### config.mk
export PLATFORM = sky130hd
export DESIGN_NAME = pipe_hazard_ctrl
export DESIGN_NICKNAME = d
export VERILOG_FILES = /design/src/rtl/pipe_hazard_ctrl.sv
export SDC_FILE = /design/constraint.sdc
export NUM_CORES = 1
export LEC_CHECK = 0
export ABC_AREA = 1
export BUFFER_PORTS_ARGS = -buffer_cell sky130_fd_sc_hd__buf_4
export CAP_MARGIN = 30
export CORE_ASPECT_RATIO = 1.4
export CORE_MARGIN = 2
export CORE_UTILIZATION = 55
export CTS_BUF_LIST = sky130_fd_sc_hd__clkbuf_4
export DETAILED_ROUTE_END_ITERATION = 16
export GPL_ROUTABILITY_DRIVEN = 0
export PLACE_DENSITY = 0.9
export SYNTH_ARGS = -nofsm -noshare
export SYNTH_HDL_FRONTEND = slang
export SYNTH_SLANG_ARGS = --single-unit
export TNS_END_PERCENT = 10
### constraint.sdc
create_clock -name clk -period 1.83 [get_ports clk]
set_input_delay 0.183 -clock clk [delete_from_list [all_inputs] [get_ports clk]]
set_output_delay 0.183 -clock clk [all_outputs]
set_load 0.1 [all_outputs]
### src/rtl/pipe_hazard_ctrl.sv
// -----------------------------------------------------------------------------
// pipe_hazard_ctrl
//   Pipeline sequencing controller for the 5-stage rv32i core. Covers the
//   hazards that EX forwarding cannot resolve:
//     - load-use: one bubble inserted ahead of EX,
//     - branch/jump redirect: IF/ID (and ID/EX in the resolve cycle) flushed,
//       optionally for several cycles,
//     - data memory not ready: whole-pipeline freeze with a sticky watchdog.
//   Stall/flush outputs are combinational from registered state plus the
//   current-cycle inputs so they take effect in the same cycle.
//
// Parameters
//   RADDR_W      register address width
//   FLUSH_CYCLES IF/ID flush cycles per redirect (1..4)
//   MEM_TIMEOUT  MEM_WAIT cycles before mem_timeout_err is raised (2..1023)
//
// Ports
//   clk, rst_n                 clock, asynchronous active-low reset
//   ifid_rs1/rs2, ifid_use_*   source registers of the ID instruction
//   idex_mem_read, idex_rd     EX instruction is a load, and its rd
//   branch_taken               EX resolved a taken branch / JAL / JALR
//   dmem_req, dmem_ready       MEM stage access request and completion
//   pc_stall .. exmem_stall    hold controls
//   ifid_flush, idex_flush     NOP insertion controls
//   mem_timeout_err            sticky watchdog flag
//
// Optional feature (macro PIPE_HAZARD_PERF_EN)
//   Adds perf_stall_cnt / perf_flush_cnt (32-bit, wrapping) counting cycles
//   with pc_stall=1 and ifid_flush=1 respectively.
// -----------------------------------------------------------------------------
module pipe_hazard_ctrl #(
    parameter int RADDR_W      = 5,
    parameter int FLUSH_CYCLES = 1,
    parameter int MEM_TIMEOUT  = 64
) (
    input  logic               clk,
    input  logic               rst_n,
    input  logic [RADDR_W-1:0] ifid_rs1,
    input  logic [RADDR_W-1:0] ifid_rs2,
    input  logic               ifid_use_rs1,
    input  logic               ifid_use_rs2,
    input  logic               idex_mem_read,
    input  logic [RADDR_W-1:0] idex_rd,
    input  logic               branch_taken,
    input  logic               dmem_req,
    input  logic               dmem_ready,
    output logic               pc_stall,
    output logic               ifid_stall,
    output logic               idex_stall,
    output logic               exmem_stall,
    output logic               ifid_flush,
    output logic               idex_flush,
    output logic               mem_timeout_err
`ifdef PIPE_HAZARD_PERF_EN
    ,
    output logic [31:0]        perf_stall_cnt,
    output logic [31:0]        perf_flush_cnt
`endif
);

    typedef enum logic [1:0] {
        ST_RUN      = 2'd0,
        ST_MEM_WAIT = 2'd1,
        ST_REDIRECT = 2'd2
    } state_t;

    // Counter widths cover the largest legal parameter values.
    localparam logic [2:0] RCNT_LOAD = 3'(FLUSH_CYCLES - 1);
    localparam logic [9:0] WCNT_MAX  = 10'(MEM_TIMEOUT - 1);
    localparam logic [9:0] WCNT_PRE  = 10'(MEM_TIMEOUT - 2);

    // True when an enabled source register matches the load destination.
    function automatic logic src_hit(
        input logic               use_src,
        input logic [RADDR_W-1:0] src,
        input logic [RADDR_W-1:0] rd
    );
        return use_src & (src == rd);
    endfunction

    state_t     state_r;
    state_t     state_nxt_s;
    logic [9:0] wcnt_r;
    logic [9:0] wcnt_nxt_s;
    logic [2:0] rcnt_r;
    logic [2:0] rcnt_nxt_s;
    logic       err_r;
    logic       err_set_s;
    logic       lu_haz_s;
    logic       mem_busy_s;
    logic       mem_done_s;
    logic       freeze_s;

    // Hazard terms; a load to x0 never creates a dependency.
    assign lu_haz_s   = idex_mem_read & (idex_rd != {RADDR_W{1'b0}}) &
                        (src_hit(ifid_use_rs1, ifid_rs1, idex_rd) |
                         src_hit(ifid_use_rs2, ifid_rs2, idex_rd));
    assign mem_busy_s = dmem_req & ~dmem_ready;
    // dmem_ready only counts when paired with a request.
    assign mem_done_s = dmem_req & dmem_ready;

    // Freeze condition: in MEM_WAIT only a completed access releases it.
    always_comb begin
        freeze_s = 1'b0;
        case (state_r)
            ST_MEM_WAIT: freeze_s = ~mem_done_s;
            ST_RUN:      freeze_s = mem_busy_s;
            ST_REDIRECT: freeze_s = mem_busy_s;
            default:     freeze_s = mem_busy_s;
        endcase
    end

    // State register with async reset.
    always_ff @(posedge clk or negedge rst_n) begin
        if (!rst_n) begin
            state_r <= ST_RUN;
        end else begin
            state_r <= state_nxt_s;
        end
    end

    // Next-state and next-counter logic.
    always_comb begin
        state_nxt_s = state_r;
        wcnt_nxt_s  = wcnt_r;
        rcnt_nxt_s  = rcnt_r;
        err_set_s   = 1'b0;
        case (state_r)
            ST_RUN: begin
                if (freeze_s) begin
                    state_nxt_s = ST_MEM_WAIT;
                    wcnt_nxt_s  = 10'd0;
                end else if (branch_taken) begin
                    state_nxt_s = (FLUSH_CYCLES > 1) ? ST_REDIRECT : ST_RUN;
                    rcnt_nxt_s  = RCNT_LOAD;
                end else begin
                    state_nxt_s = ST_RUN;
                end
            end
            ST_MEM_WAIT: begin
                if (freeze_s) begin
                    // err rises together with wcnt reaching MEM_TIMEOUT-1.
                    if (wcnt_r >= WCNT_PRE) begin
                        err_set_s = 1'b1;
                    end else begin
                        err_set_s = 1'b0;
                    end
                    if (wcnt_r != WCNT_MAX) begin
                        wcnt_nxt_s = wcnt_r + 10'd1;
                    end else begin
                        wcnt_nxt_s = wcnt_r;
                    end
                end else begin
                    wcnt_nxt_s = 10'd0;
                    if (branch_taken) begin
                        state_nxt_s = (FLUSH_CYCLES > 1) ? ST_REDIRECT : ST_RUN;
                        rcnt_nxt_s  = RCNT_LOAD;
                    end else begin
                        state_nxt_s = ST_RUN;
                    end
                end
            end
            ST_REDIRECT: begin
                if (freeze_s) begin
                    // Memory freeze in REDIRECT holds the flush count.
                    state_nxt_s = ST_REDIRECT;
                end else if (branch_taken) begin
                    state_nxt_s = (FLUSH_CYCLES > 1) ? ST_REDIRECT : ST_RUN;
                    rcnt_nxt_s  = RCNT_LOAD;
                end else if (rcnt_r <= 3'd1) begin
                    state_nxt_s = ST_RUN;
                    rcnt_nxt_s  = 3'd0;
                end else begin
                    rcnt_nxt_s  = rcnt_r - 3'd1;
                end
            end
            default: begin
                state_nxt_s = ST_RUN;
                wcnt_nxt_s  = 10'd0;
                rcnt_nxt_s  = 3'd0;
            end
        endcase
    end

    // Counter and sticky error registers.
    always_ff @(posedge clk or negedge rst_n) begin
        if (!rst_n) begin
            wcnt_r <= 10'd0;
            rcnt_r <= 3'd0;
            err_r  <= 1'b0;
        end else begin
            wcnt_r <= wcnt_nxt_s;
            rcnt_r <= rcnt_nxt_s;
            if (err_set_s) begin
                err_r <= 1'b1;
            end else begin
                err_r <= err_r;
            end
        end
    end

    assign mem_timeout_err = err_r;

    // Output decode in priority order: freeze, branch, redirect, load-use.
    always_comb begin
        pc_stall    = 1'b0;
        ifid_stall  = 1'b0;
        idex_stall  = 1'b0;
        exmem_stall = 1'b0;
        ifid_flush  = 1'b0;
        idex_flush  = 1'b0;
        if (!rst_n) begin
            pc_stall = 1'b0;
        end else if (freeze_s) begin
            pc_stall    = 1'b1;
            ifid_stall  = 1'b1;
            idex_stall  = 1'b1;
            exmem_stall = 1'b1;
        end else if (branch_taken) begin
            ifid_flush = 1'b1;
            idex_flush = 1'b1;
        end else if (state_r == ST_REDIRECT) begin
            // ID holds a flushed bubble here, so load-use is irrelevant.
            ifid_flush = 1'b1;
        end else if (lu_haz_s) begin
            pc_stall   = 1'b1;
            ifid_stall = 1'b1;
            idex_flush = 1'b1;
        end else begin
            pc_stall = 1'b0;
        end
    end

`ifdef PIPE_HAZARD_PERF_EN
    // Free-running wrapping event counters.
    always_ff @(posedge clk or negedge rst_n) begin
        if (!rst_n) begin
            perf_stall_cnt <= 32'd0;
            perf_flush_cnt <= 32'd0;
        end else begin
            if (pc_stall) begin
                perf_stall_cnt <= perf_stall_cnt + 32'd1;
            end else begin
                perf_stall_cnt <= perf_stall_cnt;
            end
            if (ifid_flush) begin
                perf_flush_cnt <= perf_flush_cnt + 32'd1;
            end else begin
                perf_flush_cnt <= perf_flush_cnt;
            end
        end
    end
`endif

endmodule

Word level (Yosys, flattened, before mapping):

Cells that the tools add are included.

* register bits after elaboration: 16
* input port bits: 23

* $add $sub $neg: 2
* reduce and logical (&&, ||, !) cells: 6
* order comparisons: 2
* eq/ne operators: 12
* multiplexer cells: 34
* bitwise operators: 10

Operators with widths (number)
* $mux W10: 3
* $pmux W10 S3: 1
* $mux W1: 19
* $mux W3: 5
* $add A10 B1 Y10 const B: 1
* $eq A5 B5 Y1: 2
* $ge A10 B6 Y1 const B: 1
* $ne A10 B6 Y1 const B: 1
* $mux W2: 4
* $ne A2 B2 Y1 const B: 4
* $and A1 B1 Y1: 6
* $pmux W2 S3: 1
* $pmux W3 S2: 1
* $reduce_and A3 Y1: 2
* $reduce_bool A5 Y1: 1
* $ne A4 B4 Y1 const B: 1
* $le A3 B1 Y1 const B: 1
* $ne A3 B3 Y1 const B: 1
* $not A1 Y1: 3
* $sub A3 B1 Y3 const B: 1
* $eq A2 B1 Y1 const B: 1
* $eq A2 B2 Y1 const B: 1
* $logic_not A2 Y1: 1
* $ne A2 B1 Y1 const B: 1
* other kinds (3): 3

Depth between registers and ports, before layout:

* word-level depth: 9
* mapped depth: 9
* depth with buffers taken out: 9

Least setup slack after synthesis:

No wires, ideal clock.

* path kind: flip-flop to output port
* start: register state_r[1]
* end: output pc_stall
* data arrival time: 2.963 ns
* path buffers: 1
* required time: 1.647 ns
* cell stages (with the launch flop): 9
* setup slack: -1.316 ns
* cell sequence: dfrtp_1 inv_2 nand2_2 o21ai_4 inv_2 nand2_1 nand2_1 a21oi_1 buf_4

* longest elaborated chain between the ends: 5

Ends and longest elaborated chain
* start: declaration: line 81 `state_t state_r;`
* start signal: assignment: line 118 `state_r <= state_nxt_s;`
* $eq A2 B2 Y1: line 222 `end else if (state_r == ST_REDIRECT) begin`
* $mux W1 (2 in series)
* $mux W1 (*) (2 in series)
* end: declaration: line 47 `output logic pc_stall,`

Every way passes the cells marked *; elsewhere a longest branch is shown, timed or not.

Worst setup path after layout:

* start: register state_r[1]
* end: output pc_stall

* longest elaborated chain between the ends: 5

Ends and longest elaborated chain
* $eq A2 B2 Y1: line 222
* $mux W1: line 222
* $mux W1: line 219 `end else if (branch_taken) begin`
* $mux W1 (*): line 214 `end else if (freeze_s) begin`
* $mux W1 (*): line 212 `if (!rst_n) begin`

Marks and branches as above.

==> metrics <==
Buffers on Ports=29; Netlist cell types=21; HP Class=in2reg; Startpoint Class=flip-flop; initial antenna violation count=0; H-tree depth=1; largest family of logic cells by synthesized area=simple AND/OR/NAND/NOR gates; Post-Synth Adder-Cell Area=3.96%; Yosys warning total=0; Final Setup Violations=0; Simple-Gate Fraction of Synth Area=39.7%; synthesized area per cell=6.26 µm²; CP Launch Point=state_r[1]; deepest clock path buffer count=2; row count=20; worst ir drop on vdd=0.000482 V; hpwl dp=2310 µm; CTS tree=yes; Clock Pin Slew Worst Setup and Hold Paths=0.08 ns; CTS Buf Count=3; global-route wire length before repair=4760 µm; DP Cell Count=252; Seq cells post-synth=16; status=completed; Final Util=74.8%; crit path to=pc_stall; part of the Yosys area used for sequential elements=31.7%; Routed WL=2990 µm; worst slack, placed=0.257 ns; die footprint=2700 µm²; core box area=2180 µm²; Leak Pwr=0.885 nW; hold path cells=4; share of layout cells above drive strength 1=23.1%; Async S/R FF share, synth=100%; area of the mapped netlist=1260 µm²; Die Span X=44.5 µm; area delta synth->final=28.9%; Tightest Pin Transition=0.280 ns; vias in the first global route=1,252; non-filler instance count after layout=260; dpl cell area=1540 µm²; complex-gate fraction of the synthesized area=10.0%; Final min period=1.78 ns; Final Max Tran Viols=0; drt via density=5.17; DRC viols=0; routed len/inst=11.5 µm; final hold vios=0; DRT Pass-1 Iters=5; drt initial violations=53; fin area=1630 µm²; RSZ-0062 raised after global routing=yes; maximum number of pins on one net before global-route repair=20; CTS sink cnt=16; endpoint class of the critical path=output pin; # IOs=30; CP required=1.65 ns; Clk Latency, worst-skew pair=0.29 ns; Total Nets Final=267; worst reg2reg path endpoint=wcnt_r[5]; via count=1,344; reg-to-reg slack, setup=0.25 ns; Top FF cell, synth=dfrtp_1; pwr dens=500 nW/µm²; cells after synthesis=202; Final Worst Setup Slack=0.0494 ns; max_cap viols=0; RR Startpoint=wcnt_r[0]; Die Y=60.7 µm; root buffer cell=clkbuf_4; Worst Path Arrival=1.60 ns; Post-synth EDFFs=0; Final Cycle Share=97.3%; overall global routing resource usage=23.9%; R2R depth=9; multiplexer share of the synthesized area=0%; CP max FO=6; Routed Antenna Nets=0; clk_skew=0.00199 ns; crit path kind=reg2out; Post-Synth XOR/XNOR Area=1.39%; syn_nets=229; initial core utilization=58.0%; diode count=0; fmax=562 MHz; Power Total=815 µW; grt ovf=0; Slew headroom=81.3%
-- state kept, by name, indices dropped and copies added, names as in the netlist --
| signal | count |
|---|---|
| wcnt_r | 10 |
| rcnt_r | 3 |
| state_r | 2 |
| mem_timeout_err | 1 |
-- layer usage --
metal,GRT usage [%],routed length [µm],share of wire [%]
met5,0,0,0
met4,12.6,39,1.3
met3,4.17,165,5.5
met2,44.3,1670,56
met1,24.9,1120,37
-- cell usage after synthesis, types with 2 or more instances --
cell type / instances / area [µm²]
dfrtp_1: 16 / 400
nand4_1: 11 / 68.8
o21ai_0: 14 / 70.1
nor2_1: 21 / 78.8
buf_4: 2 / 15.0
a21oi_1: 4 / 20.0
nand2_2: 5 / 31.3
inv_2: 3 / 11.3
inv_1: 36 / 135
nand3_1: 11 / 55.1
nand2_1: 65 / 244
o21bai_1: 2 / 15.0
ha_1: 4 / 50.1
-- layout make-up --
cell class                 instances  area (µm²)
clock buffer                       3        22.5
sequential                        16         400
tap                               22        27.5
multi-input combinational        144         729
inverter                          40         155
fill                             179         548
timing repair buffer              35         294
-- worst min path at each step --
stage                             from  slack [ns]               to
final                     branch_taken        0.20       state_r[1]
after global placement           rst_n        0.06        wcnt_r[2]
after CTS                 branch_taken        0.20       state_r[1]
after global routing      branch_taken        0.22       state_r[1]
after detailed placement         rst_n        0.06  mem_timeout_err
after floorplan                  rst_n       -0.11  mem_timeout_err
-- report_power, final --
part | internal (mW) | total, mW | leakage (nW) | switching (mW)
combinational | 0.0946 | 0.266 | 0.655 | 0.171
sequential | 0.359 | 0.367 | 0.216 | 0.00850
clock | 0.0767 | 0.182 | 0.0138 | 0.105
total | 0.530 | 0.815 | 0.885 | 0.285
-- worst max-delay path, cell delays in order, from the launching register on --
cell and delay, ns:
dfrtp_1 0.39, inv_2 0.07, nand2_2 0.08, o21ai_4 0.16, inv_4 0.07, nand2_2 0.08, nand2_2 0.06, a21oi_4 0.19
buf_12 0.20
-- per-stage QoR --
stage	hold WS, ns	TNS, ns
floorplan	-0.113	-0.418
global placement	0.0645	0
detailed placement	0.0636	0
CTS	0.198	0
global route	0.220	-0.110
finish	0.204	0
-- kinds of logic after synthesis --
group | after synthesis
and+or+nand+nor | 116
buffers and inverters | 42
AOI/OAI and AO/OA | 22
DFF | 16
adders and majority gates | 4
xor gates and xnor gates | 2
-- cells in the final DEF (no fill, tap or decap) --
cell type | Yosys | final
o21ai_4 | 1 | 1
buf_6 | 0 | 1
nor2_4 | 1 | 2
nor2_2 | 0 | 1
inv_2 | 3 | 2
nand2_1 | 65 | 63
xor2_1 | 1 | 1
a21oi_2 | 0 | 2
buf_12 | 0 | 2
a21oi_1 | 4 | 1
o21ai_0 | 14 | 14
nand3b_1 | 1 | 1
nand4_1 | 11 | 11
nor3_1 | 1 | 1
inv_1 | 36 | 36
ha_1 | 4 | 4
dlygate4sd3_1 | 0 | 1
xnor2_1 | 1 | 1
inv_4 | 1 | 2
clkbuf_4 | 0 | 3
buf_4 | 2 | 31
o21ai_1 | 1 | 1
nor2_1 | 21 | 19
dfrtp_1 | 16 | 16
nand2_2 | 5 | 7
a21oi_4 | 0 | 1
o21bai_1 | 2 | 2
nand3_1 | 11 | 11
-- timing repair --
| item | in CTS | in global routing |
|---|---|---|
| resized for setup | 6 | 2 |
| endpoints found under the hold margin | 16 | 0 |
| hold buffers | 1 | 0 |
| setup endpoints to repair | 2 | 3 |
| pin swaps | 0 | 1 |
| buffers inserted | 1 | 3 |
Note: power is estimated with default switching activity, not from simulation.
